**src/rtl/pipelined_alu_pkg.sv**
```systemverilog
// Opcodes, flag bundle and the width-generic ALU function used by alu_core.
// Arithmetic is done at MAX_W bits and masked down to the caller's width.
package pipelined_alu_pkg;

  localparam logic [2:0] OP_ADD = 3'd0;
  localparam logic [2:0] OP_SUB = 3'd1;
  localparam logic [2:0] OP_AND = 3'd2;
  localparam logic [2:0] OP_OR  = 3'd3;
  localparam logic [2:0] OP_XOR = 3'd4;
  localparam logic [2:0] OP_SLT = 3'd5;
  localparam logic [2:0] OP_SLL = 3'd6;
  localparam logic [2:0] OP_SRL = 3'd7;

  localparam int MAX_W = 64;

  typedef struct packed {
    logic zero;
    logic neg;
    logic carry;
    logic ovf;
  } flags_t;

  localparam flags_t FLAGS_RST = '{zero: 1'b1, neg: 1'b0, carry: 1'b0, ovf: 1'b0};

  typedef struct packed {
    logic [MAX_W-1:0] result;
    flags_t           flags;
  } alu_res_t;

  function automatic alu_res_t alu_compute(input logic [MAX_W-1:0] a,
                                           input logic [MAX_W-1:0] b,
                                           input logic [2:0]       op,
                                           input int               width);
    logic [MAX_W:0] mask;
    logic [MAX_W:0] sum;
    logic [MAX_W:0] diff;
    logic [MAX_W:0] res;
    logic [5:0]     sh;
    logic           a_s;
    logic           b_s;
    logic           r_s;
    alu_res_t       out;
    mask = {1'b0, {MAX_W{1'b1}}} >> (MAX_W - width);
    sum  = {1'b0, a} + {1'b0, b};
    diff = {1'b0, a} - {1'b0, b};
    sh   = b[5:0] & 6'(width - 1);
    a_s  = a[6'(width - 1)];
    b_s  = b[6'(width - 1)];
    out  = '0;
    case (op)
      OP_ADD: begin
        res = sum;
        out.flags.carry = sum[7'(width)];
      end
      OP_SUB: begin
        res = diff;
        out.flags.carry = diff[7'(width)];
      end
      OP_AND:  res = {1'b0, a & b};
      OP_OR:   res = {1'b0, a | b};
      OP_XOR:  res = {1'b0, a ^ b};
      // Same-sign operands compare correctly as unsigned values.
      OP_SLT:  res = (a_s != b_s) ? {{MAX_W{1'b0}}, a_s} : {{MAX_W{1'b0}}, (a < b)};
      OP_SLL:  res = {1'b0, a} << sh;
      OP_SRL:  res = {1'b0, a} >> sh;
      default: res = '0;
    endcase
    res = res & mask;
    r_s = res[7'(width - 1)];
    if (op == OP_ADD) begin
      out.flags.ovf = (a_s == b_s) && (r_s != a_s);
    end else if (op == OP_SUB) begin
      out.flags.ovf = (a_s != b_s) && (r_s != a_s);
    end else begin
      out.flags.ovf = 1'b0;
    end
    out.result     = res[MAX_W-1:0];
    out.flags.zero = (res == '0);
    out.flags.neg  = r_s;
    return out;
  endfunction

endpackage

```
**src/rtl/pipelined_alu_core.sv**
```systemverilog
// Combinational ALU: result and flags for one operand pair at WIDTH bits.
module alu_core
  import pipelined_alu_pkg::*;
#(
  parameter int WIDTH = 8
) (
  input  logic [WIDTH-1:0] a_i,
  input  logic [WIDTH-1:0] b_i,
  input  logic [2:0]       op_i,
  output logic [WIDTH-1:0] result_o,
  output flags_t           flags_o
);

  logic [MAX_W-1:0] a_ext_s;
  logic [MAX_W-1:0] b_ext_s;
  alu_res_t         res_s;
  logic             unused_res_s;

  // Zero-extend operands and evaluate the shared ALU function.
  always_comb begin
    a_ext_s = '0;
    b_ext_s = '0;
    a_ext_s[WIDTH-1:0] = a_i;
    b_ext_s[WIDTH-1:0] = b_i;
    res_s = alu_compute(a_ext_s, b_ext_s, op_i, WIDTH);
  end

  assign result_o     = res_s.result[WIDTH-1:0];
  assign flags_o      = res_s.flags;
  assign unused_res_s = ^res_s.result;

endmodule

```
**src/rtl/pipelined_alu.sv**
```systemverilog
// Valid/ready ALU pipeline with accumulator feedback; STAGES=2 adds an
// operand register in front of the compute/output register.
module pipelined_alu
  import pipelined_alu_pkg::*;
#(
  parameter int               WIDTH     = 8,
  parameter int               STAGES    = 1,
  parameter logic [WIDTH-1:0] ACC_RESET = '0
) (
  input  logic             clk_i,
  input  logic             rst_i,
  input  logic             valid_i,
  output logic             ready_o,
  input  logic [WIDTH-1:0] a_i,
  input  logic [WIDTH-1:0] b_i,
  input  logic [2:0]       operation_i,
  input  logic             acc_i,
  input  logic             acc_clr_i,
  output logic             valid_o,
  input  logic             ready_i,
  output logic [WIDTH-1:0] result_o,
  output logic             zero_o,
  output logic             neg_o,
  output logic             carry_o,
  output logic             ovf_o
);

  logic             out_ready_s;
  logic             core_valid_s;
  logic             core_load_s;
  logic             core_acc_s;
  logic [WIDTH-1:0] core_a_s;
  logic [WIDTH-1:0] core_b_s;
  logic [WIDTH-1:0] core_opa_s;
  logic [WIDTH-1:0] core_res_s;
  logic [2:0]       core_op_s;
  flags_t           core_flags_s;

  logic             out_valid_q, out_valid_d;
  logic [WIDTH-1:0] result_q, result_d;
  flags_t           flags_q, flags_d;
  logic [WIDTH-1:0] acc_q, acc_d;

  assign out_ready_s = !out_valid_q || ready_i;
  assign core_load_s = core_valid_s && out_ready_s;
  // Accumulator is sampled as the transaction enters the output register.
  assign core_opa_s  = core_acc_s ? acc_q : core_a_s;

  generate
    if (STAGES == 2) begin : g_stage1
      logic             s1_valid_q, s1_valid_d;
      logic [WIDTH-1:0] s1_a_q, s1_a_d;
      logic [WIDTH-1:0] s1_b_q, s1_b_d;
      logic [2:0]       s1_op_q, s1_op_d;
      logic             s1_acc_q, s1_acc_d;

      assign ready_o      = !s1_valid_q || out_ready_s;
      assign core_valid_s = s1_valid_q;
      assign core_a_s     = s1_a_q;
      assign core_b_s     = s1_b_q;
      assign core_op_s    = s1_op_q;
      assign core_acc_s   = s1_acc_q;

      // Operand register next state: load on acceptance, empty on drain.
      always_comb begin
        s1_valid_d = s1_valid_q;
        s1_a_d     = s1_a_q;
        s1_b_d     = s1_b_q;
        s1_op_d    = s1_op_q;
        s1_acc_d   = s1_acc_q;
        if (ready_o) begin
          s1_valid_d = valid_i;
          if (valid_i) begin
            s1_a_d   = a_i;
            s1_b_d   = b_i;
            s1_op_d  = operation_i;
            s1_acc_d = acc_i;
          end else begin
            s1_a_d   = s1_a_q;
          end
        end else begin
          s1_valid_d = s1_valid_q;
        end
      end

      // Operand register state.
      always_ff @(posedge clk_i or posedge rst_i) begin
        if (rst_i) begin
          s1_valid_q <= 1'b0;
          s1_a_q     <= '0;
          s1_b_q     <= '0;
          s1_op_q    <= OP_ADD;
          s1_acc_q   <= 1'b0;
        end else begin
          s1_valid_q <= s1_valid_d;
          s1_a_q     <= s1_a_d;
          s1_b_q     <= s1_b_d;
          s1_op_q    <= s1_op_d;
          s1_acc_q   <= s1_acc_d;
        end
      end
    end else begin : g_direct
      assign ready_o      = out_ready_s;
      assign core_valid_s = valid_i;
      assign core_a_s     = a_i;
      assign core_b_s     = b_i;
      assign core_op_s    = operation_i;
      assign core_acc_s   = acc_i;
    end
  endgenerate

  alu_core #(.WIDTH(WIDTH)) u_core (
    .a_i      (core_opa_s),
    .b_i      (core_b_s),
    .op_i     (core_op_s),
    .result_o (core_res_s),
    .flags_o  (core_flags_s)
  );

  // Output register and accumulator next state; a clear beats a result load.
  always_comb begin
    out_valid_d = out_valid_q;
    result_d    = result_q;
    flags_d     = flags_q;
    acc_d       = acc_q;
    if (core_load_s) begin
      out_valid_d = 1'b1;
      result_d    = core_res_s;
      flags_d     = core_flags_s;
    end else if (ready_i) begin
      out_valid_d = 1'b0;
    end else begin
      out_valid_d = out_valid_q;
    end
    if (acc_clr_i) begin
      acc_d = ACC_RESET;
    end else if (core_load_s) begin
      acc_d = core_res_s;
    end else begin
      acc_d = acc_q;
    end
  end

  // Output register and accumulator state.
  always_ff @(posedge clk_i or posedge rst_i) begin
    if (rst_i) begin
      out_valid_q <= 1'b0;
      result_q    <= '0;
      flags_q     <= FLAGS_RST;
      acc_q       <= ACC_RESET;
    end else begin
      out_valid_q <= out_valid_d;
      result_q    <= result_d;
      flags_q     <= flags_d;
      acc_q       <= acc_d;
    end
  end

  assign valid_o  = out_valid_q;
  assign result_o = result_q;
  assign zero_o   = flags_q.zero;
  assign neg_o    = flags_q.neg;
  assign carry_o  = flags_q.carry;
  assign ovf_o    = flags_q.ovf;

endmodule

```
**config.mk**
```make
export PLATFORM = sky130hd
export DESIGN_NAME = pipelined_alu
export DESIGN_NICKNAME = d
export VERILOG_FILES = /design/src/rtl/pipelined_alu_pkg.sv /design/src/rtl/pipelined_alu_core.sv /design/src/rtl/pipelined_alu.sv
export SDC_FILE = /design/constraint.sdc
export NUM_CORES = 1
export LEC_CHECK = 0
export BUFFER_PORTS_ARGS = -buffer_cell sky130_fd_sc_hd__clkbuf_2
export CORE_MARGIN = 3
export CORE_UTILIZATION = 29
export CTS_BUF_LIST = sky130_fd_sc_hd__clkbuf_4 sky130_fd_sc_hd__clkbuf_8
export CTS_CLUSTER_SIZE = 10
export DETAILED_ROUTE_END_ITERATION = 10
export PLACE_DENSITY = 0.49
export SYNTH_ARGS = -nofsm -noshare
export SYNTH_HDL_FRONTEND = slang
export SYNTH_SLANG_ARGS = --single-unit
```
**constraint.sdc**
```tcl
create_clock -name clk_i -period 4.4 [get_ports clk_i]
set_clock_uncertainty 0.15 [all_clocks]
set_input_delay 0.88 -clock clk_i [delete_from_list [all_inputs] [get_ports clk_i]]
set_output_delay 0.88 -clock clk_i [all_outputs]
set_load 0.01 [all_outputs]
```
==> After elaboration in Yosys (flattened, before gate mapping) <==
Cells that the tools add are included.
{ "totals": {"regBits": 21, "latch_bits": 0, "ram_bits": 0, "mem_bits_ro": 0, "in_bits": 25, "mem_count": 0} }
{ "classes": {"addsub": 2, "mul": 0, "div_mod_pow": 0, "magnitude_cmp": 1, "eq_ne": 10, "shift": 2, "mux": 10, "bitwise_logic": 3, "n_reduce_logical": 9} }
{ "ops": {"columns": ["cell", "n"], "rows": [
  ["65-bit logical NOT", 1],
  ["8-bit case mux with 8 select lines", 1],
  ["8-bit two-way mux", 3],
  ["3-bit equality test (second input constant)", 4],
  ["8-bit by 8-bit adder with 9-bit output", 1],
  ["8-bit by 8-bit subtractor with 9-bit output", 1],
  ["8-bit AND", 1],
  ["8-bit less-than comparator", 1],
  ["8-bit OR", 1],
  ["8-bit by 3-bit << shifter with 8-bit output", 1],
  ["8-bit by 3-bit >> shifter with 8-bit output", 1],
  ["8-bit bitwise XOR", 1],
  ["3-bit by 2-bit equality test with 1-bit output (second input constant)", 2],
  ["1-bit two-way mux", 5],
  ["2-bit nonzero test", 2],
  ["3-bit by 1-bit equality test with 1-bit output (second input constant)", 1],
  ["1-bit logical AND", 3],
  ["3-bit logical NOT", 1],
  ["1-bit inequality test", 2],
  ["1-bit case mux with 2 select lines", 1],
  ["1-bit equality test", 1],
  ["1-bit logical NOT", 1],
  ["1-bit logical OR", 1]
]} }

==> Logic depth before layout (Yosys ltp) <==
{ "logic_depth": {"word_depth": 8, "depth_mapped": 14, "depth_no_buf": 12} }

==> Hierarchy <==
From an unflattened synthesis, not the netlist that was laid out.
{ "hier_totals": {"hier_cells": 331, "area_unflattened_um2": 2810.2} }
{ "modules_own_cells": {"columns": ["mod", "instances", "cells_each", "area_per_inst_um2", "seq_area_each_um2"], "rows": [
  ["alu_core", 1, 246, 1819.2, 0.0],
  ["pipelined_alu", 1, 85, 991.0, 526.8]
]} }

==> Least setup slack after synthesis <==
OpenSTA, ideal clock, no wires.
{ "synth_path": {"kind": "input port to flip-flop", "start": "input port acc_i", "end": "register flags_q, in the netlist ovf_o", "arrival_ns": 3.694, "slack_ns": 0.446, "cell_stages": 12, "path_buffers": 2, "path_cell_list": "buf_6 buf_6 mux2i_1 inv_1 ha_1 o21ba_2 or4_1 a31oi_1 nor4bb_1 a211oi_1 and3_1 o41ai_1"} }
{ "synth_between": {"elab_chain_cells": 7} }
{ "synth_lines": {"columns": ["element", "line_no", "text"], "rows": [
  ["start, declared", "pipelined_alu.sv:17", "input logic acc_i,"],
  ["8-bit two-way mux *", "pipelined_alu.sv:47", "assign core_opa_s = core_acc_s ? acc_q : core_a_s;"],
  ["8-bit by 8-bit subtractor with 9-bit output, or another cell as far along", "pipelined_alu_pkg.sv:45", "diff = {1'b0, a} - {1'b0, b};"],
  ["8-bit case mux with 8 select lines", "pipelined_alu_pkg.sv:50", "case (op)"],
  ["1-bit inequality test", "pipelined_alu_pkg.sv:71, pipelined_alu_pkg.sv:73", null],
  ["1-bit logical AND", "pipelined_alu_pkg.sv:73", "out.flags.ovf = (a_s != b_s) && (r_s != a_s);"],
  ["1-bit two-way mux", "pipelined_alu_pkg.sv:72", "end else if (op == OP_SUB) begin"],
  ["1-bit two-way mux *", "pipelined_alu_pkg.sv:70", "if (op == OP_ADD) begin"],
  ["end signal, assigned", "pipelined_alu.sv:154", "flags_q <= flags_d;"],
  ["end, declared", "pipelined_alu.sv:41", "flags_t flags_q, flags_d;"]
]} }
Mark *: on every way between the ends. The rest lies on a longest branch, timed or not.
A chain may end at the register's enable or synchronous reset.

==> Final worst setup path <==
Ends and elaborated chain as after synthesis.

==> results.md <==
- The run finished with clean final reports.
- The highest fanout seen on the critical path is 11.
- The initial utilization of the core area, before any placement, comes to 0.3011.
- The cell count after synthesis came out at 352.
- The count of buffering cells on the critical path with inverters included is 2.
- In this run the worst hold path is classified as reg2reg.
- The clock passes through at most 2 buffers.
- Once detailed placement completed, the half-perimeter wirelength came to 7154 µm.
- The family with the most delay on the worst path is simple AND/OR/NAND/NOR gates.
- The wire length per cell is 17.22 µm.
- Measured along the y axis, the die boundary spans 104.2 µm.
- Of the total power, the share spent switching nets is 0.4008.
- Setup violations remaining at the end of the flow were counted as 0.
- The core region is 9284 µm².
- The number of global-route vias before repair is 2715.
- The library cell used as clock root buffer is clkbuf_8.
- The portion of synthesized area spent on multiplexers is 0.1244.
- The number of I/O pins is 39.
- In the layout the commonest cells are 38 x clkbuf_2, 36 x nand2_1, 33 x inv_1.
- The clock latency on the worst-skew pair is 0.25 ns.
- The final weighted congestion in routability-driven placement is 0.9140.
- The die span in x is 104.2 µm.
- The count of nets left with antenna violations once routing finished came out at 0.
- For this run, the register share of the synthesized area comes to 0.1795.
- On the worst path, the slowest cell contributes a delay of 0.48 ns.
- The standard cell area after detailed placement is 3147 µm².
- In this run the tool buffered the top-level ports with 38 buffer cells.
- At the end of the flow the core is filled with cells to 0.3449.
- The vias per cell is 5.452.
- The area of the mapped netlist is 2795 µm².
- The number of max-slew violations in the final report came to 0.
- In this run the static leakage power is 1.452 nW.
- The tool flagged a number of max-cap violations equal to 0.
- The post-CTS setup buffer count is 0.
- The achievable clock frequency is 251.8 MHz.
- Of the total synthesized cell area, the portion taken by full adders, half adders and majority gates is 0.1307.
- By area, the combinational part of the netlist is dominated by simple AND/OR/NAND/NOR gates.
- The global-route total usage across every layer is 0.1572.
- After synthesis, the share of flip-flops with an asynchronous set or reset is 1.000.
- CTS saw 20 sinks.
- The highest-delay cell along the critical path is or4_1.
- The number of optimization iterations in the first detailed-route pass is 5.
- The final setup TNS is 0 ns.
- Counting flops and latches in the post-synthesis netlist gives 20.
- The first routing iteration left 157 violations.
- Hold repair after CTS inserted 0 buffers.
- The initial antenna violation count is 0.
- Dividing the synthesized area by the synthesized cell count gives 7.941 µm².
- Setup repair after global routing left no endpoint under its margin.
- The analysis attributes to net switching a power of 0.2861 mW.
- The number of antenna cells inserted is 0.
- The largest voltage drop on the vdd net is 235.3 µV.
- The area fraction in compound gates after synthesis is 0.2292.
- STA puts the critical path data required time at 4.40 ns.
- The total power after layout is 0.7137 mW.
- The synthesized-area fraction occupied by and/or/nand/nor cells is 0.2498.
- At the placement stage, the worst setup path has a slack of 0.07307 ns.
- The routed layout has 2808 vias.
- The number of levels in the clock H-tree is 1.
- The clock period could shrink to 3.971 ns.
- The most common cell after layout, fill and taps aside is clkbuf_2.
- The internal power of the cells is 0.4276 mW.
- The fraction of layout instances using a drive strength above 1 is 0.2021.
- The sum of overflow across all layers after global routing is 0.
- At the pin with the least slew margin, the transition time is 1.088 ns.
- The clock slew at the register clock pins of the worst setup and hold paths is 0.07 ns.
- The fraction of the cycle the final worst path needs is 0.9025.
- The net count reported at finish is 440.
- Counting flops with a built-in enable in the synthesized netlist gives 0.
- The worst setup path is launched from an input pin.
- For this run, the number of Yosys warnings is 0.
- The tightest slew margin relative to the limit is 0.2731.
- The arrival time of the worst setup path is 3.97 ns.
- Once layout is done, the placed cells without fillers occupy 3202 µm².
- The TritonCTS clock tree is done.
- The global-route wire length before repair is 14060 µm.
- Of the total power, combinational logic draws 0.509.
- Walking the worst path, the cells encountered are clkbuf_2 -> mux2i_1 -> inv_1 -> ha_1 -> o21ba_2 -> or4_1 -> a31oi_2 -> nor4bb_1 -> a211oi_1 -> and3_1 -> o41ai_1.
- Synthesis produced a netlist with a net count of 405.
- The register share of total power is 0.312.
- The synthesis-to-finish area growth is 14.55%.
- The number of unique standard cell types used by synthesis is 66.
- The die covers 10850 µm².
- The type of element capturing the critical path is a flip-flop.
- The sum of routed wire length over all layers is 8870 µm.
- The total power divided by cell area is 222.9 nW/µm².
- The number of buffers created by CTS is 3.
- Among all flip-flop cells after synthesis, the most frequent one is dfrtp_1.
- The number of remaining DRC errors is 0.
- The initialized floorplan defines 35 standard-cell rows.
- The largest net degree at the start of global routing is 23.
- The xor-xnor portion of the synthesized cell area is 0.003133.
- The critical path in this run is classified as in2reg.
- The share of total power dissipated in the clock network is 0.179.
- The count of final hold-check violations is 0.
- The slack of the critical path is 0.4290 ns.
## cells in the mapped netlist (3+ instances only)
| master | instances | area, µm² |
|---|---|---|
| nand2_1 | 36 | 135.1 |
| inv_1 | 33 | 123.9 |
| a21oi_1 | 26 | 130.1 |
| ha_1 | 26 | 325.3 |
| nor2_1 | 20 | 75.07 |
| dfrtp_1 | 19 | 475.5 |
| clkbuf_1 | 16 | 60.06 |
| nand3_1 | 15 | 75.07 |
| nand2b_1 | 12 | 75.07 |
| nor2b_1 | 11 | 68.82 |
| mux2i_1 | 10 | 100.1 |
| o211ai_1 | 9 | 67.56 |
| o21ai_0 | 9 | 45.04 |
| mux4_2 | 8 | 180.2 |
| nor3_1 | 8 | 40.04 |
| mux2_2 | 6 | 67.56 |
| a211oi_1 | 4 | 30.03 |
| nor4_1 | 4 | 25.02 |
| a211o_1 | 3 | 26.28 |
| a21o_1 | 3 | 22.52 |
| a221oi_1 | 3 | 26.28 |
| a31oi_1 | 3 | 18.77 |
| and2_1 | 3 | 18.77 |
| buf_2 | 3 | 15.01 |
| nand4_1 | 3 | 18.77 |
| o221ai_1 | 3 | 26.28 |
| o22ai_1 | 3 | 18.77 |
| or3_1 | 3 | 18.77 |
## what timing repair did
action	in CTS	in global routing
hold endpoints to repair	0	0
resized for setup	0	1
endpoints found under the setup margin	0	1
## area by class of cell
cell class,count,area (µm²)
clock buffers,4,48.80
fillers,1045,6082
inverters,34,127.6
multi-input cells,276,2067
flip-flops and latches,20,501.7
well taps,129,161.4
repair buffers,52,295.3
## state kept, by name, indices dropped and copies added, names as in the netlist
signal,cells
zero_o,1
ovf_o,1
valid_o,1
carry_o,1
result_o,8
acc_q,8
## worst register-to-register path, stage by stage (launching register included)
cell and delay [ns]:
dfrtp_1 0.44, mux2i_1 0.27, inv_1 0.14, ha_1 0.36, o21ba_2 0.25, or4_1 0.48
a31oi_2 0.23, nor4bb_1 0.31, a211oi_1 0.17, and3_1 0.21, o41ai_1 0.32
## cell families (layout without fill, tap and decap cells)
group,Yosys count,in the layout
mux,24,24
buf+inv,56,90
flops,20,20
fa+ha+maj,28,28
xor+xnor,1,1
compound gates,91,91
simple gates,132,132
## worst paths after layout
check	end	cells past startpoint	start	slack [ns]
worst max-delay path	ovf_o	11	acc_i	0.43
worst min-delay path	result_o[4]	2	result_o[4]	0.33
worst max register to register	ovf_o	10	acc_q[1]	0.97
worst min register to register	result_o[4]	2	result_o[4]	0.33
max in group asynchronous	carry_o	2	rst_i	3.04
min in group asynchronous	result_o[2]	2	rst_i	0.58
## power groups by stage
stage / Combinational, mW / Clock [mW] / Sequential (mW)
after global placement: 0.360 / 0 / 0.226
after global routing: 0.401 / 0.138 / 0.226
final: 0.363 / 0.128 / 0.223
after floorplan: 0.239 / 0 / 0.232
after detailed placement: 0.361 / 0 / 0.226
after CTS: 0.362 / 0.130 / 0.223
## layer usage
metal  global-route usage  share of wire
met1               0.2147           0.46
met2               0.2591           0.47
met3              0.01117          0.046
met4              0.06078          0.025
met5                    0              0
## through the flow
stage / hold slack [ns] / cells
after global placement: 0.3105 / 511
after global routing: 0.3670 / 515
after floorplan: 0.3410 / 352
after detailed placement: 0.3120 / 511
final: 0.3326 / 515
after CTS: 0.3371 / 515
Power figures use the tool's default switching activity.
